<file path="src/rtl/fbw_arbiter.sv">
// Two-port frame-buffer write arbiter with frame-granular ownership.
// A port keeps the interface from grant until it swaps a frame, drops its request,
// or the idle watchdog forces a release. Tie-break is round-robin by default;
// defining FBW_ARB_FIXED_PRIO_EN gives port 0 fixed priority on ties.
module fbw_arbiter #(
  parameter int unsigned TIMEOUT = 65535,
  parameter int unsigned TW      = 16
) (
  input  logic        clk,
  input  logic        rst,
  // Requester port 0
  input  logic        req_0,
  input  logic [5:0]  fbw_row_addr_0,
  input  logic        fbw_row_store_0,
  input  logic        fbw_row_swap_0,
  input  logic [23:0] fbw_data_0,
  input  logic [5:0]  fbw_col_addr_0,
  input  logic        fbw_wren_0,
  input  logic        frame_swap_0,
  output logic        fbw_row_rdy_0,
  output logic        frame_rdy_0,
  // Requester port 1
  input  logic        req_1,
  input  logic [5:0]  fbw_row_addr_1,
  input  logic        fbw_row_store_1,
  input  logic        fbw_row_swap_1,
  input  logic [23:0] fbw_data_1,
  input  logic [5:0]  fbw_col_addr_1,
  input  logic        fbw_wren_1,
  input  logic        frame_swap_1,
  output logic        fbw_row_rdy_1,
  output logic        frame_rdy_1,
  // Frame-buffer side
  output logic [5:0]  fbw_row_addr,
  output logic        fbw_row_store,
  output logic        fbw_row_swap,
  output logic [23:0] fbw_data,
  output logic [5:0]  fbw_col_addr,
  output logic        fbw_wren,
  output logic        frame_swap,
  input  logic        fbw_row_rdy,
  input  logic        frame_rdy,
  // Status
  output logic [1:0]  grant,
  output logic        timeout_err
);

  typedef enum logic [1:0] {StIdle, StGrant, StRelease} state_e;

  localparam logic [TW-1:0] TimeoutVal = TW'(TIMEOUT);

  state_e        state_q;
  logic [1:0]    grant_q;
  logic          last_grant_q;  // 1 = port 1 owned the last completed frame
  logic [TW-1:0] wdog_q;
  logic          timeout_err_q;

  logic pick;       // 1 selects port 1 when leaving idle
  logic owner;      // index of the current owner
  logic owner_req;
  logic owner_act;
  logic wdog_hit;

`ifdef FBW_ARB_FIXED_PRIO_EN
  assign pick = ~req_0;
`else
  assign pick = (req_0 && req_1) ? ~last_grant_q : req_1;
`endif

  assign owner     = grant_q[1];
  assign owner_req = grant_q[1] ? req_1 : req_0;
  // Muxed strobes only ever come from the owner, so they double as owner activity.
  assign owner_act = fbw_wren | fbw_row_store | fbw_row_swap | frame_swap;
  assign wdog_hit  = (TIMEOUT != 0) && ((wdog_q + 1'b1) == TimeoutVal);

  assign grant         = grant_q;
  assign timeout_err   = timeout_err_q;
  assign fbw_row_rdy_0 = fbw_row_rdy & grant_q[0];
  assign fbw_row_rdy_1 = fbw_row_rdy & grant_q[1];
  assign frame_rdy_0   = frame_rdy & grant_q[0];
  assign frame_rdy_1   = frame_rdy & grant_q[1];

  // Forward the owner's write interface; everything is zero with no owner.
  always_comb begin
    fbw_row_addr  = '0;
    fbw_row_store = 1'b0;
    fbw_row_swap  = 1'b0;
    fbw_data      = '0;
    fbw_col_addr  = '0;
    fbw_wren      = 1'b0;
    frame_swap    = 1'b0;
    if (grant_q[0]) begin
      fbw_row_addr  = fbw_row_addr_0;
      fbw_row_store = fbw_row_store_0;
      fbw_row_swap  = fbw_row_swap_0;
      fbw_data      = fbw_data_0;
      fbw_col_addr  = fbw_col_addr_0;
      fbw_wren      = fbw_wren_0;
      frame_swap    = frame_swap_0;
    end else if (grant_q[1]) begin
      fbw_row_addr  = fbw_row_addr_1;
      fbw_row_store = fbw_row_store_1;
      fbw_row_swap  = fbw_row_swap_1;
      fbw_data      = fbw_data_1;
      fbw_col_addr  = fbw_col_addr_1;
      fbw_wren      = fbw_wren_1;
      frame_swap    = frame_swap_1;
    end
  end

  // Ownership FSM with watchdog; grant and timeout_err are registered.
  always_ff @(posedge clk or posedge rst) begin
    if (rst) begin
      state_q       <= StIdle;
      grant_q       <= 2'b00;
      last_grant_q  <= 1'b1;
      wdog_q        <= '0;
      timeout_err_q <= 1'b0;
    end else begin
      timeout_err_q <= 1'b0;
      case (state_q)
        StIdle: begin
          if (frame_rdy && (req_0 || req_1)) begin
            grant_q <= pick ? 2'b10 : 2'b01;
            wdog_q  <= '0;
            state_q <= StGrant;
          end
        end
        StGrant: begin
          if (frame_swap) begin
            // A swap wins over a simultaneous timeout.
            last_grant_q <= owner;
            grant_q      <= 2'b00;
            state_q      <= StRelease;
          end else if (!owner_req) begin
            grant_q <= 2'b00;
            state_q <= StRelease;
          end else if (owner_act) begin
            wdog_q <= '0;
          end else if (wdog_hit) begin
            // Forced release favours the other port on the next tie.
            last_grant_q  <= owner;
            grant_q       <= 2'b00;
            timeout_err_q <= 1'b1;
            wdog_q        <= '0;
            state_q       <= StRelease;
          end else begin
            wdog_q <= wdog_q + 1'b1;
          end
        end
        StRelease: begin
          state_q <= StIdle;
        end
        default: begin
          state_q <= StIdle;
        end
      endcase
    end
  end

endmodule

</file>
<file path="config.mk">
export PLATFORM = sky130hd
export DESIGN_NAME = fbw_arbiter
export DESIGN_NICKNAME = d
export VERILOG_FILES = /design/src/rtl/fbw_arbiter.sv
export SDC_FILE = /design/constraint.sdc
export NUM_CORES = 1
export LEC_CHECK = 0
export ABC_CLOCK_PERIOD_IN_PS = 2900
export CAP_MARGIN = 40
export CORE_ASPECT_RATIO = 1.4
export CORE_MARGIN = 5
export CORE_UTILIZATION = 38
export CTS_BUF_LIST = sky130_fd_sc_hd__clkbuf_8
export DETAILED_ROUTE_END_ITERATION = 8
export MAX_ROUTING_LAYER = met4
export PLACE_DENSITY_LB_ADDON = 0.3
export SLEW_MARGIN = 5
export SYNTH_ARGS = -nofsm -noshare
export SYNTH_HDL_FRONTEND = slang
export SYNTH_SLANG_ARGS = --single-unit
</file>
<file path="constraint.sdc">
create_clock -name clk -period 2.9 [get_ports clk]
set_clock_uncertainty 0.05 [all_clocks]
set_input_delay 0.87 -clock clk [delete_from_list [all_inputs] [get_ports clk]]
set_output_delay 0.87 -clock clk [all_outputs]
set_load 0.005 [all_outputs]
</file>
After elaboration in Yosys (flattened, before gate mapping) --
Cells that the tools add are included.
Word-level totals: output and inout port bits 47, logic and storage cells 77, bits of input ports 86, flip-flop bits (word level) 22
Operators by class: eq/ne operators 8, multiplexer cells 44, reductions and logical operators 11, add/sub/neg operators 1, bitwise operators 8
Operator list (count):
- 16-bit 2-to-1 mux | 5
- 24-bit 2-to-1 mux | 2
- 16-bit one-hot mux with 2 select lines | 1
- 6-bit 2-to-1 mux | 4
- 2-bit 2-to-1 mux | 11
- 1-bit 2-to-1 mux | 19
- 16-bit by 1-bit adder with 16-bit output, second input constant | 1
- 16-bit == test, second input constant | 1
- 4-bit AND reduction | 3
- 2-bit != test, second input constant | 4
- 4-bit != test, second input constant | 2
- 2-bit one-hot mux with 2 select lines | 2
- 2-bit nonzero test | 3
- 1-bit AND | 4
- 1-bit bitwise OR | 3
- 3-bit AND reduction | 1
- 2-bit by 1-bit == test with 1-bit output, second input constant | 1
- 1-bit logical AND | 2
- 2-bit zero test | 1
- 1-bit logical OR | 1
- 1-bit NOT | 1

Depth between registers and ports, before layout --
depth in word-level cells 9, mapped depth 10, mapped depth without buffers 8

Worst setup path after synthesis --
Ideal clock, no wire load.
kind input port to flip-flop, start point input port frame_swap_0, end point register wdog_q[3], stages on the path 9, arrival time 2.650 ns, buffers on the path 2, setup slack 0.119 ns, data required time 2.770 ns, setup time 0.080 ns, cell sequence and2_1 a21oi_4 inv_2 or3_4 or3_1 buf_2 buf_6 a2111o_1 o211ai_2
Between the ends: word-level cells in the longest chain between the ends 6, elaborated cells between the ends (all ways) 8, classes of those cells eq/ne (1); mux (5); bitwise (1); reduce/logical (1)
Ends and longest elaborated chain:
- start, declared | line 19 | input logic frame_swap_0,
- 1-bit 2-to-1 mux (*) | line 92 | if (grant_q[0]) begin
- net frame_swap | line 40 | output logic frame_swap,
- 1-bit bitwise OR | line 73 | assign owner_act = fbw_wren | fbw_row_store | fbw_row_swap | frame_swap;
- 16-bit 2-to-1 mux | line 138 | end else if (owner_act) begin
- 16-bit 2-to-1 mux | line 135 | end else if (!owner_req) begin
- 16-bit 2-to-1 mux | line 130 | if (frame_swap) begin
- 16-bit one-hot mux with 2 select lines | line 121 | case (state_q)
- end signal, assigned | line 148 | wdog_q <= wdog_q + 1'b1;
- end, declared | line 55 | logic [TW-1:0] wdog_q;
The timed path passes the listed nets; every way through them passes the cells marked *. The select of a mux whose other input is x is not followed. A chain may end at the register's enable or synchronous reset.

Worst setup path in the final report --
start point input port fbw_data_1[1], end point output port fbw_data[1]
Between the ends: word-level cells in the longest chain between the ends 2
Ends and longest elaborated chain:
- start, declared | line 27 | input logic [23:0] fbw_data_1,
- 24-bit 2-to-1 mux | line 100 | end else if (grant_q[1]) begin
- 24-bit 2-to-1 mux | line 92
- end, declared | line 37 | output logic [23:0] fbw_data,
Every way passes these cells.

==> metrics.md <==
| Metric | Value |
|---|---|
| Status | complete, no violations |
| Avg WL per Cell | 19.3 um |
| Worst Path Buf+Inv | 2 |
| Post-Synthesis Cells | about 250 |
| Design Area, Final | 0.00360 mm2 |
| Final HPWL DP | 6.83 mm |
| Placed inst area | 0.00350 mm2 |
| DRT iter0 DRCs | between 100 and 150 |
| Flops & latches, synth | 22 |
| Setup-violating endpoint count in the final report | 0 |
| Crit-path cells | clkdlybuf4s50_1 -> a22o_1 -> clkdlybuf4s50_1 |
| Antenna Nets Post-Route | 0 |
| Met3 Use GR | 0.0290 |
| Max incr delay on CP | around 0.50 ns |
| Via density | about 5.7 |
| WS Path Type | in -> out |
| Top Family by Delay on Critical Path | buffers and inverters |
| Maxcap violations | 0 |
| R2r worst-path depth | 9 |
| Hold Violations, Final | 0 |
| Critical Path End | fbw_data[1] |
| Met1 usage | 0.270 |
| Slew Viols, Final | 0 |
| Number of enable flip-flop cells after synthesis | 0 |
| Post-Layout Cell Count | 446 |
| P_leak | 0.00174 uW |
| Post-route worst setup slack | 0.0212 ns |
| Grt met2 use | 0.456 |
| Top_reg_cell synth | dfrtp_1 |
| Io pins | 133 |
| Clock Path Buffers | 2 |
| Worst R2R Start | wdog_q[0] |
| Final core occ | 0.692 |
| Antenna violations before repair | 0 |
| FF-to-FF setup slack | about 0.28 ns |
| RSZ-0062 raised after global routing | false |
| Fmax | 0.347 GHz |
| Most frequent cells in the layout | clkdlybuf4s50_1, a22o_1, nand2_1 |
| CTS sink cnt | 22 |
| Total CTS buffers | 3 |
| Min cycle time layout | 2.88 ns |
| GPL Wtd Cong | 0.891 |
| Share of post-route cells with drive strength above 1 | 0.108 |
| Post-route DRC | 0 |
| GRT overflow | 0 |
| CTS clk-pin slew, worst paths | approximately 0.09 ns |
| Worst slew pin tran | 0.617 ns |
| Crit path depth | 3 |
| Post-synth cell types | between 40 and 50 |
| Die height | between 90 and 100 um |
| Largest net degree at the start of global routing | 40 |
| N_diodes | 0 |
| CP most frequent cell | clkdlybuf4s50_1 |
| Drt pass-1 iters | 4 |
| DP Cell Count | 440 |
| Die area | 0.00693 mm2 |
| WHS | 0.500 ns |
| Dpl ws | -0.302 ns |
| Synth-to-layout area growth | 77.0% |
| Post-synth ARST share | 1.00 |
| Most common cell after layout, fill and taps aside | clkdlybuf4s50_1 |
| Power per Cell Area | 518 mW/mm2 |
| Slew headroom | 0.588 |
| Synthesized area per cell | slightly above 8 um2 |
| Worst VDD drop | 0.398 mV |
| Initial Utilization | 0.391 |
| Total GRT Usage | 0.242 |
| Max Fanout on Critical Path | 1 |
| NumNets Final | 469 |
| Crit path launch | fbw_data_1[1] |
| Routed vias | 2535 |
| Crit. End Element | primary output |
| Vias in the first global route | 2399 |
| Die Wd | slightly above 70 um |
| CTS root buf | clkbuf_8 |
| Synth warnings | 0 |
| Reg2reg end | wdog_q[2] |
| Gr busiest metal | met2 |
| Mapped cell area | 0.00203 mm2 |
| Crit share post-route | 0.993 |
| H-tree Lvls | 1 |
| Startpoint Class | input port |
| Buffers on Ports | 132 |
| Req. time, crit path | around 2.0 ns |
| First-pass GRT wire length | 12.6 mm |
| Worst Hold Class | reg -> reg |
| WL final | 8.61 mm |
| Seq/Total Area, Yosys | 0.272 |
| FP Rows | 31 |
| Arrival time worst endpoint | about 2.0 ns |
| CTS tree | yes |
| CP max-delay cell | clkdlybuf4s50_1 |
| Placeable Area | 0.00520 mm2 |
| Syn Nets | around 340 |
| Clock Latency Late Sink | 0.27 ns |
## synth_stat cells, drive strengths merged (5+ instances only)
library cell	instances	area, um2
a211o	6	52.6
nand4	8	50.1
nand2	35	131
nor3	6	30.0
a2111o	7	78.8
nand3	10	50.1
buf	8	52.6
inv	6	22.5
a22o	36	315
and3	6	37.5
a21oi	5	36.3
clkbuf	19	71.3
nor2	6	22.5
o21ai	9	45.0
and2	7	43.8
o211ai	10	90.1
dfrtp	21	526
## timing repair
item,in CTS,in global routing
pin swaps,1,2
buffers inserted,0,1
resized for setup,29,23
endpoints found under the setup margin,31,27
hold buffers,0,0
cloned,0,1
## power breakdown
part	internal, uW	switching (uW)
sequential	348	31.2
combinational	728	560
clock	94.6	102
total	1170	693
## area by class of cell
| type | count | area, um2 |
|---|---|---|
| Clock buffer | 3 | 41.3 |
| Multi-Input combinational cell | 192 | 1350 |
| Timing Repair Buffer | 156 | 1540 |
| Tap cell | 66 | 82.6 |
| Clock inverter | 1 | 3.75 |
| Inverter | 6 | 22.5 |
| Fill cell | 440 | 1600 |
| Sequential cell | 22 | 552 |
## registers in the layout, indices dropped and copies added, names as in the netlist
register      cells
grant             2
last_grant_q      1
state_q           2
timeout_err       1
wdog_q           16
## cells by family after synthesis
group	synth area share
flops	0.272
compound gates	0.353
xor+xnor	0.0302
fa+ha+maj	0.0123
buf+inv	0.0720
simple gates	0.250
mux	0.0105
## worst min-delay path by stage
stage,to,depth (start not counted),start,slack (ns)
2_1_floorplan,wdog_q[15],2,wdog_q[15],0.45
3_3_place_gp,wdog_q[0],1,wdog_q[0],0.48
3_5_place_dp,wdog_q[0],1,wdog_q[0],0.49
4_1_cts,wdog_q[0],1,wdog_q[0],0.50
5_1_grt,wdog_q[0],1,wdog_q[0],0.56
6_report,wdog_q[0],1,wdog_q[0],0.50
## stage by stage
| step | setup TNS (ns) | total power, uW |
|---|---|---|
| final | 0 | 1860 |
| after global routing | 0 | 1980 |
| after CTS | 0 | 1890 |
| after detailed placement | -4.17 | 1770 |
| after global placement | -3.73 | 1750 |
| after floorplan | 0 | 949 |
## metal layers
metal	wire length, um	share of wire	vias up
li1	-	-	1206
met1	3390	0.39	1196
met2	4560	0.53	118
met3	495	0.057	15
met4	171	0.020	0
met5	0	0	-
No activity file was read; power rests on OpenSTA's default activity.
